**config.mk**
```make
export PLATFORM = sky130hd
export DESIGN_NAME = stopwatch_display
export DESIGN_NICKNAME = d
export VERILOG_FILES = /design/src/rtl/stopwatch_display.sv
export SDC_FILE = /design/constraint.sdc
export NUM_CORES = 1
export LEC_CHECK = 0
export BUFFER_PORTS_ARGS = -buffer_cell sky130_fd_sc_hd__clkbuf_2
export CORE_UTILIZATION = 30
export CTS_CLUSTER_DIAMETER = 150
export CTS_CLUSTER_SIZE = 24
export DETAILED_ROUTE_END_ITERATION = 16
export SLEW_MARGIN = 20
export SYNTH_ARGS = -nofsm -noshare
export SYNTH_HDL_FRONTEND = slang
export SYNTH_SLANG_ARGS = --single-unit
```
**constraint.sdc**
```tcl
create_clock -name clk -period 5.6 [get_ports clk]
set_input_delay 0.56 -clock clk [delete_from_list [all_inputs] [get_ports clk]]
set_output_delay 0.56 -clock clk [all_outputs]
set_load 0.02 [all_outputs]
```
**src/rtl/stopwatch_display.sv**
```systemverilog
// stopwatch_display
// Counts one-second tick pulses as an MM:SS BCD value (00:00-59:59) and
// drives a time-multiplexed 4-digit common-anode 7-segment display.
// A hold (lap) input freezes the shown value while counting continues.
//
// Handshake: tick, clear and hold are plain levels sampled on every rising
// clock edge; there is no valid/ready pair because the consumer can always
// accept a tick (back-to-back ticks are each counted).
//
// Pipeline from a tick to the pins:
//   edge 1: time digits update (and rollover pulses if 59:59 wrapped)
//   edge 2: disp snapshot loads the new time (when hold is low)
//   edge 3: seg shows the new digit if that digit is currently selected

module stopwatch_display #(
  parameter int REFRESH_CYCLES = 50_000
) (
  input  logic       clk,
  input  logic       rst,
  input  logic       tick,
  input  logic       clear,
  input  logic       hold,
  output logic       rollover,
  output logic [3:0] an,
  output logic [6:0] seg,
  output logic       dp
);

  // Refresh counter wide enough to hold REFRESH_CYCLES-1.
  localparam int CW = (REFRESH_CYCLES > 2) ? $clog2(REFRESH_CYCLES) : 1;
  localparam logic [CW-1:0] REF_LAST = CW'(REFRESH_CYCLES - 1);

  // Scan state names the digit slot that is currently lit.
  typedef enum logic [1:0] {
    DIG_SU = 2'd0,   // seconds units (rightmost)
    DIG_ST = 2'd1,   // seconds tens
    DIG_MU = 2'd2,   // minutes units (decimal point lit here)
    DIG_MT = 2'd3    // minutes tens (leftmost)
  } digit_t;

  // Time digits, BCD.
  logic [3:0] s_u;
  logic [3:0] s_t;
  logic [3:0] m_u;
  logic [3:0] m_t;

  // Display snapshot {m_t, m_u, s_t, s_u}.
  logic [15:0] disp;

  // Scan state.
  logic [CW-1:0] ref_cnt;
  digit_t        idx;
  digit_t        idx_nxt;
  logic          ref_last;
  logic [3:0]    nib_nxt;

  // Active-low segment decode in {g,f,e,d,c,b,a} order; codes above 9 blank.
  function automatic logic [6:0] seg_decode(input logic [3:0] nib);
    logic [6:0] s;
    case (nib)
      4'd0:    s = 7'b1000000;
      4'd1:    s = 7'b1111001;
      4'd2:    s = 7'b0100100;
      4'd3:    s = 7'b0110000;
      4'd4:    s = 7'b0011001;
      4'd5:    s = 7'b0010010;
      4'd6:    s = 7'b0000010;
      4'd7:    s = 7'b1111000;
      4'd8:    s = 7'b0000000;
      4'd9:    s = 7'b0010000;
      default: s = 7'b1111111;
    endcase
    return s;
  endfunction

  logic time_at_max;
  assign time_at_max = (s_u == 4'd9) && (s_t == 4'd5) &&
                       (m_u == 4'd9) && (m_t == 4'd5);

  // Time digits: BCD ripple increment on tick, clear wins over tick.
  always_ff @(posedge clk) begin
    if (rst) begin
      s_u      <= 4'd0;
      s_t      <= 4'd0;
      m_u      <= 4'd0;
      m_t      <= 4'd0;
      rollover <= 1'b0;
    end else begin
      rollover <= 1'b0;
      if (clear) begin
        s_u <= 4'd0;
        s_t <= 4'd0;
        m_u <= 4'd0;
        m_t <= 4'd0;
      end else if (tick) begin
        rollover <= time_at_max;
        if (s_u == 4'd9) begin
          s_u <= 4'd0;
          if (s_t == 4'd5) begin
            s_t <= 4'd0;
            if (m_u == 4'd9) begin
              m_u <= 4'd0;
              if (m_t == 4'd5) begin
                m_t <= 4'd0;
              end else begin
                m_t <= m_t + 4'd1;
              end
            end else begin
              m_u <= m_u + 4'd1;
            end
          end else begin
            s_t <= s_t + 4'd1;
          end
        end else begin
          s_u <= s_u + 4'd1;
        end
      end
    end
  end

  // Display snapshot: follows the time while hold is low, frozen otherwise.
  always_ff @(posedge clk) begin
    if (rst) begin
      disp <= 16'h0000;
    end else if (!hold) begin
      disp <= {m_t, m_u, s_t, s_u};
    end
  end

  // Next scan slot and the nibble it will show; computed ahead so that an,
  // seg and dp all switch on the same edge.
  always_comb begin
    ref_last = (ref_cnt == REF_LAST);
    idx_nxt  = ref_last ? digit_t'(idx + 2'd1) : idx;
    nib_nxt  = 4'd0;
    case (idx_nxt)
      DIG_SU:  nib_nxt = disp[3:0];
      DIG_ST:  nib_nxt = disp[7:4];
      DIG_MU:  nib_nxt = disp[11:8];
      DIG_MT:  nib_nxt = disp[15:12];
      default: nib_nxt = 4'hF;
    endcase
  end

  // Scan FSM with registered digit enable, segment and decimal-point outputs.
  always_ff @(posedge clk) begin
    if (rst) begin
      ref_cnt <= '0;
      idx     <= DIG_SU;
      an      <= 4'b1110;
      seg     <= 7'b1000000;
      dp      <= 1'b1;
    end else begin
      ref_cnt <= ref_last ? '0 : ref_cnt + 1'b1;
      idx     <= idx_nxt;
      an      <= ~(4'b0001 << idx_nxt);
      seg     <= seg_decode(nib_nxt);
      dp      <= (idx_nxt != DIG_MU);
    end
  end

endmodule

```
Yosys cells after proc, flatten, opt, wreduce, memory -nomap -nowiden
Memories as Yosys holds them, arrays and structs flattened. A register that Yosys moved wholly into a read port is not among the register bits.
Cells that the tools add are included.

word-level totals
  flip-flop bits (word level) = 56
  logic and storage cells = 45
  ROM bits = 112
  memories kept = 1
  output and inout bits = 13
  input port bits = 5

cells by class
  shifts and indexed selects = 1
  reductions and logical operators = 10
  multiplexer cells = 6
  eq/ne operators = 9
  add/sub/neg operators = 6
  bitwise logic cells = 2

memory list
  memory            words  width  rd ports  clocked after Yosys merged registers in  wr ports  line  RTL
  (name not given)  16     7      1         1                                        0         60    case (nib)

operators by type and width
  kind                                              number
  adder 16 x 1 -> 16 bit (second input constant)    1
  adder 4 x 1 -> 4 bit (second input constant)      4
  == test 16 bit (second input constant)            1
  2-to-1 mux 4 bit                                  4
  one-hot mux 4 bit (4 select lines)                1
  == test 4 x 3 -> 1 bit (second input constant)    2
  == test 4 bit (second input constant)             2
  == test 2 bit (second input constant)             2
  inverter 4 bit                                    1
  AND reduction 4 bit                               1
  OR reduction 2 bit                                2
  << shifter 1 x 2 -> 4 bit (first input constant)  1
  logical AND 1 bit                                 3
  AND reduction 3 bit                               1
  OR reduction 3 bit                                1
  adder 2 x 1 -> 2 bit (second input constant)      1
  == test 2 x 1 -> 1 bit (second input constant)    1
  zero test 2 bit                                   1
  2-to-1 mux 2 bit                                  1
  inequality test 2 bit (second input constant)     1
  AND reduction 2 bit                               1
  inverter 1 bit                                    1

Longest topological paths before layout
  depth after elaboration = 4
  depth in mapped cells = 11
  depth with buffers taken out = 10

Least setup slack after synthesis
OpenSTA, ideal clock, no wires.

  path kind = flip-flop to flip-flop
  from = reg ref_cnt[0]
  to = reg seg[4]
  required time = 5514 ps
  library setup time = 86 ps
  slack = 3259 ps
  data arrival time = 2254 ps
  cell stages (with the launch flop) = 10
  path buffers = 1
  period minus slack after synthesis = 2341 ps
  path through = dfxtp_1 > ha_1 > and3_1 > and4_1 > buf_6 > mux2i_4 > o221ai_2 > ha_1 > mux2_4 > a221oi_2

on the way
  word-level cells in the longest chain between the ends = 4
  elaborated cells on any way between the ends = 7
  those cells by class = 4 x eq/ne; 2 x mux; 1 x reduce/logical

ends and longest elaborated chain
  what                                    line  RTL
  start, declared                         51    logic [CW-1:0] ref_cnt;
  start signal, assigned                  154   ref_cnt <= ref_last ? '0 : ref_cnt + 1'b1;
  == test 16 bit (*)                      133   ref_last = (ref_cnt == REF_LAST);
  2-to-1 mux 2 bit (*)                    134   idx_nxt = ref_last ? digit_t'(idx + 2'd1) : idx;
  == test 2 bit (tied with other cells)   136   case (idx_nxt)
  one-hot mux 4 bit (4 select lines) (*)  136
  end, declared                           25    output logic [6:0] seg,

Mark *: on every way between the ends. The rest lies on a longest branch, timed or not.
A chain may end at the register's enable or synchronous reset.

Final worst setup path
Ends and elaborated chain as after synthesis.

==> key figures <==
STA
  – Finish-stage setup viols: 0
  – Worst slew pin tran: 0.639 ns
  – Final hold vios: 0
  – Worst slew margin: 57.3%
  – Crit path time final: 2.78 ns
  – Max Freq: 0.359 GHz
  – RSZ-0062 raised after global routing: no
  – Final Skew: 0.00878 ns
  – Setup_tns: 0 ns
  – Slew Limit Fails: 0
  – Final period util: 49.7%

Placement
  – Gpl congestion: 0.743
  – # port buffers: 17
  – Detailed placement HPWL: 3.34 mm
  – Cells after DPL: 405

Clock tree
  – Post-CTS sizing: 0
  – CTS Buf Count: 9
  – Setup Buffers After CTS: 0
  – H-tree Lvls: 3
  – CTS tree: done
  – Clk root buf: clkbuf_8
  – Clock Latency Late Sink: 0.34 ns
  – Clk slew on worst S/H paths: 0.06 ns
  – Hold buffer count at CTS: 0
  – Max Buffers Root-to-Sink: 2
  – Clk sink count: 62

Flow run
  – Max Cap Viol: 0

GRT
  – Total track usage: 11.3%
  – Largest net degree at the start of global routing: 33
  – Total congestion overflow: 0
  – Initial antenna violation count: 0
  – Vias in the first global route: 1841
  – First-pass GRT wire length: 8.58 mm

Setup path
  – CP endpoint kind: register
  – Crit path max fanout: 8
  – CP Data Arrival Time: 3.03 ns
  – RR Startpoint: ref_cnt[0]
  – Most used cell, CP: ha_1
  – CP startpoint kind: register
  – R2R Setup Slk: 2.82 ns
  – Worst r2r path cells: 8
  – Max stage delay on crit path: 0.56 ns
  – RR Endpoint: seg[4]
  – Top delay family on crit path: simple AND/OR/NAND/NOR gates
  – Critical path type: reg -> reg
  – Buf/Inv on CP: 0
  – WP data required: 5.85 ns
  – Crit-path cells: ha_1 > and3_1 > and4_1 > mux2i_4 > o221ai_2 > ha_1 > mux2_4 > a221oi_2
  – Slowest-stage cell, CP: and4_1

Synth
  – Post-synth top flop: dfxtp_1
  – Synth top area share: 44.9%
  – Count leader, synth: dfxtp_1
  – Most common library cells after synthesis: dfxtp_1, nor2_1, mux2i_1, nand2_1, xnor2_1
  – Syn Nets: 303
  – Number of flops mapped to enable cells by yosys: 0
  – Syn_area_per_cell: 9.40 um^2
  – Yosys warns: 0
  – Post-Syn Instances: 294
  – Synth Register Bits: 62
  – Cell Area, Synth: 2760 um^2
  – Synth top area cells: dfxtp_1, mux2i_1, nor2_1
  – Asr flop ratio synth: 0%
  – Seq/Total Area, Yosys: 44.9%
  – Synth area leader: dfxtp_1
  – Unique masters post-synth: 45

Hold path
  – Hold Path Cell Cnt: 1
  – Worst Hold End: ref_cnt[0]
  – Hold Path Class: reg -> reg
  – Min-Delay Startpoint: ref_cnt[0]

Pwr
  – Lkg Pwr: 1.21 nW
  – Total power: 865 uW
  – Worst IR Drop VDD: 0.111 mV
  – Pwr dens: 277 nW/um^2

Detailed routing
  – Total length of routed wires: 4.92 mm
  – Pre-antenna DRT Iters: 10
  – Vias: 1978
  – Avg WL per Cell: 11.7 um
  – Initial DRC Count: 72
  – Post-route ant nets: 0
  – DRC: 3
  – Via density: 4.70

Final layout
  – Final Util: 35.4%
  – Area Growth Syn to Fin: 12.9%
  – Layout Cells excl Fill: 421
  – Share of cells above drive strength 1: 15.3%
  – N_diodes: 0
  – Nets: 317

Run status
  – Failing checks: design-rule violations
  – Status: finished, violations left

Floorplan
  – Die area: 9600 um^2
  – Core area: 8810 um^2
  – Initial Utilization: 31.4%
  – Die Width: 98.0 um
  – Ports: 18
  – DIE HEIGHT: 98.0 um
  – FP Rows: 34
==> per-stage QoR <==
step	area, um^2	setup WS [ns]	hold WS (ns)
global placement	2920	2.89	0.423
global route	3120	2.63	0.461
floorplan	2760	3.26	0.413
CTS	3120	2.79	0.449
detailed placement	2920	2.81	0.438
finish	3120	2.82	0.446
==> worst register-to-register path, stage by stage (launching register included) <==
cell	delay, ns
dfxtp_1	0.35
ha_1	0.18
and3_1	0.23
and4_1	0.56
mux2i_4	0.41
o221ai_2	0.21
ha_1	0.27
mux2_4	0.27
a221oi_2	0.21
==> report_power, final <==
part,switching [mW],internal [mW],total (mW),leakage [nW]
Sequential,0.00222,0.444,0.446,0.500
Combinational,0.0153,0.00827,0.0235,0.604
Clock,0.168,0.228,0.396,0.106
==> layout by cell type (no fill, tap or decap), types with 3 or more instances in the layout <==
master / netlist / routed
clkbuf_8: 0 / 11
ha_1: 4 / 4
xor2_1: 11 / 11
xnor2_1: 12 / 12
mux2_2: 3 / 3
nand2_1: 13 / 13
a21oi_1: 11 / 11
o21ai_0: 4 / 4
nand3_1: 8 / 8
nand4_1: 5 / 5
dfxtp_1: 62 / 62
clkbuf_2: 0 / 17
nor3_1: 6 / 6
nor4_1: 3 / 3
nor2b_1: 9 / 9
nor3b_1: 4 / 4
clkinv_2: 0 / 3
nand2b_1: 4 / 4
mux2i_1: 23 / 23
nor2_1: 53 / 53
and3_1: 8 / 8
inv_1: 7 / 7
==> state kept, by name (all words and copies together), names as in the netlist <==
name      flops
seg           7
rollover      1
disp         16
an            4
s_t           4
idx           2
ref_cnt      16
s_u           4
m_u           4
m_t           4
==> per-layer routing <==
metal | vias to the layer above | GRT usage (%) | routed length [um]
met5 | - | 0 | 0
met4 | 0 | 6.99 | 145
met3 | 11 | 3.22 | 159
met2 | 29 | 16.4 | 2090
met1 | 907 | 14.8 | 2520
li1 | 1031 | - | -
==> worst max-delay path by stage <==
stage	start	to	slack, ns	depth (start not counted)
after floorplan	ref_cnt[0]	seg[4]	3.26	9
after global placement	ref_cnt[0]	seg[4]	2.89	8
after detailed placement	ref_cnt[0]	seg[4]	2.81	8
after CTS	ref_cnt[0]	seg[4]	2.79	8
after global routing	ref_cnt[0]	seg[3]	2.63	9
final	ref_cnt[0]	seg[4]	2.82	8
==> final cells by class <==
type                    instances  area, um^2
multi-input cells             209        1430
clock buffers                  12         155
inverters                       9        33.8
flip-flops and latches         62        1240
well taps                     108         135
repair buffers                 17        85.1
fillers                       870        5690
clock inverters                 4        45.0
==> cells by family (layout without fill, tap and decap cells) <==
| family | count (synthesis) | in the layout | synth area share, % |
|---|---|---|---|
| simple gates | 126 | 126 | 23.0 |
| flops | 62 | 62 | 44.9 |
| mux | 28 | 28 | 10.9 |
| compound gates | 27 | 27 | 7.61 |
| xor+xnor | 24 | 24 | 8.28 |
| buf+inv | 23 | 42 | 3.53 |
| fa+ha+maj | 4 | 4 | 1.81 |
Note: power is estimated with default switching activity, not from simulation.
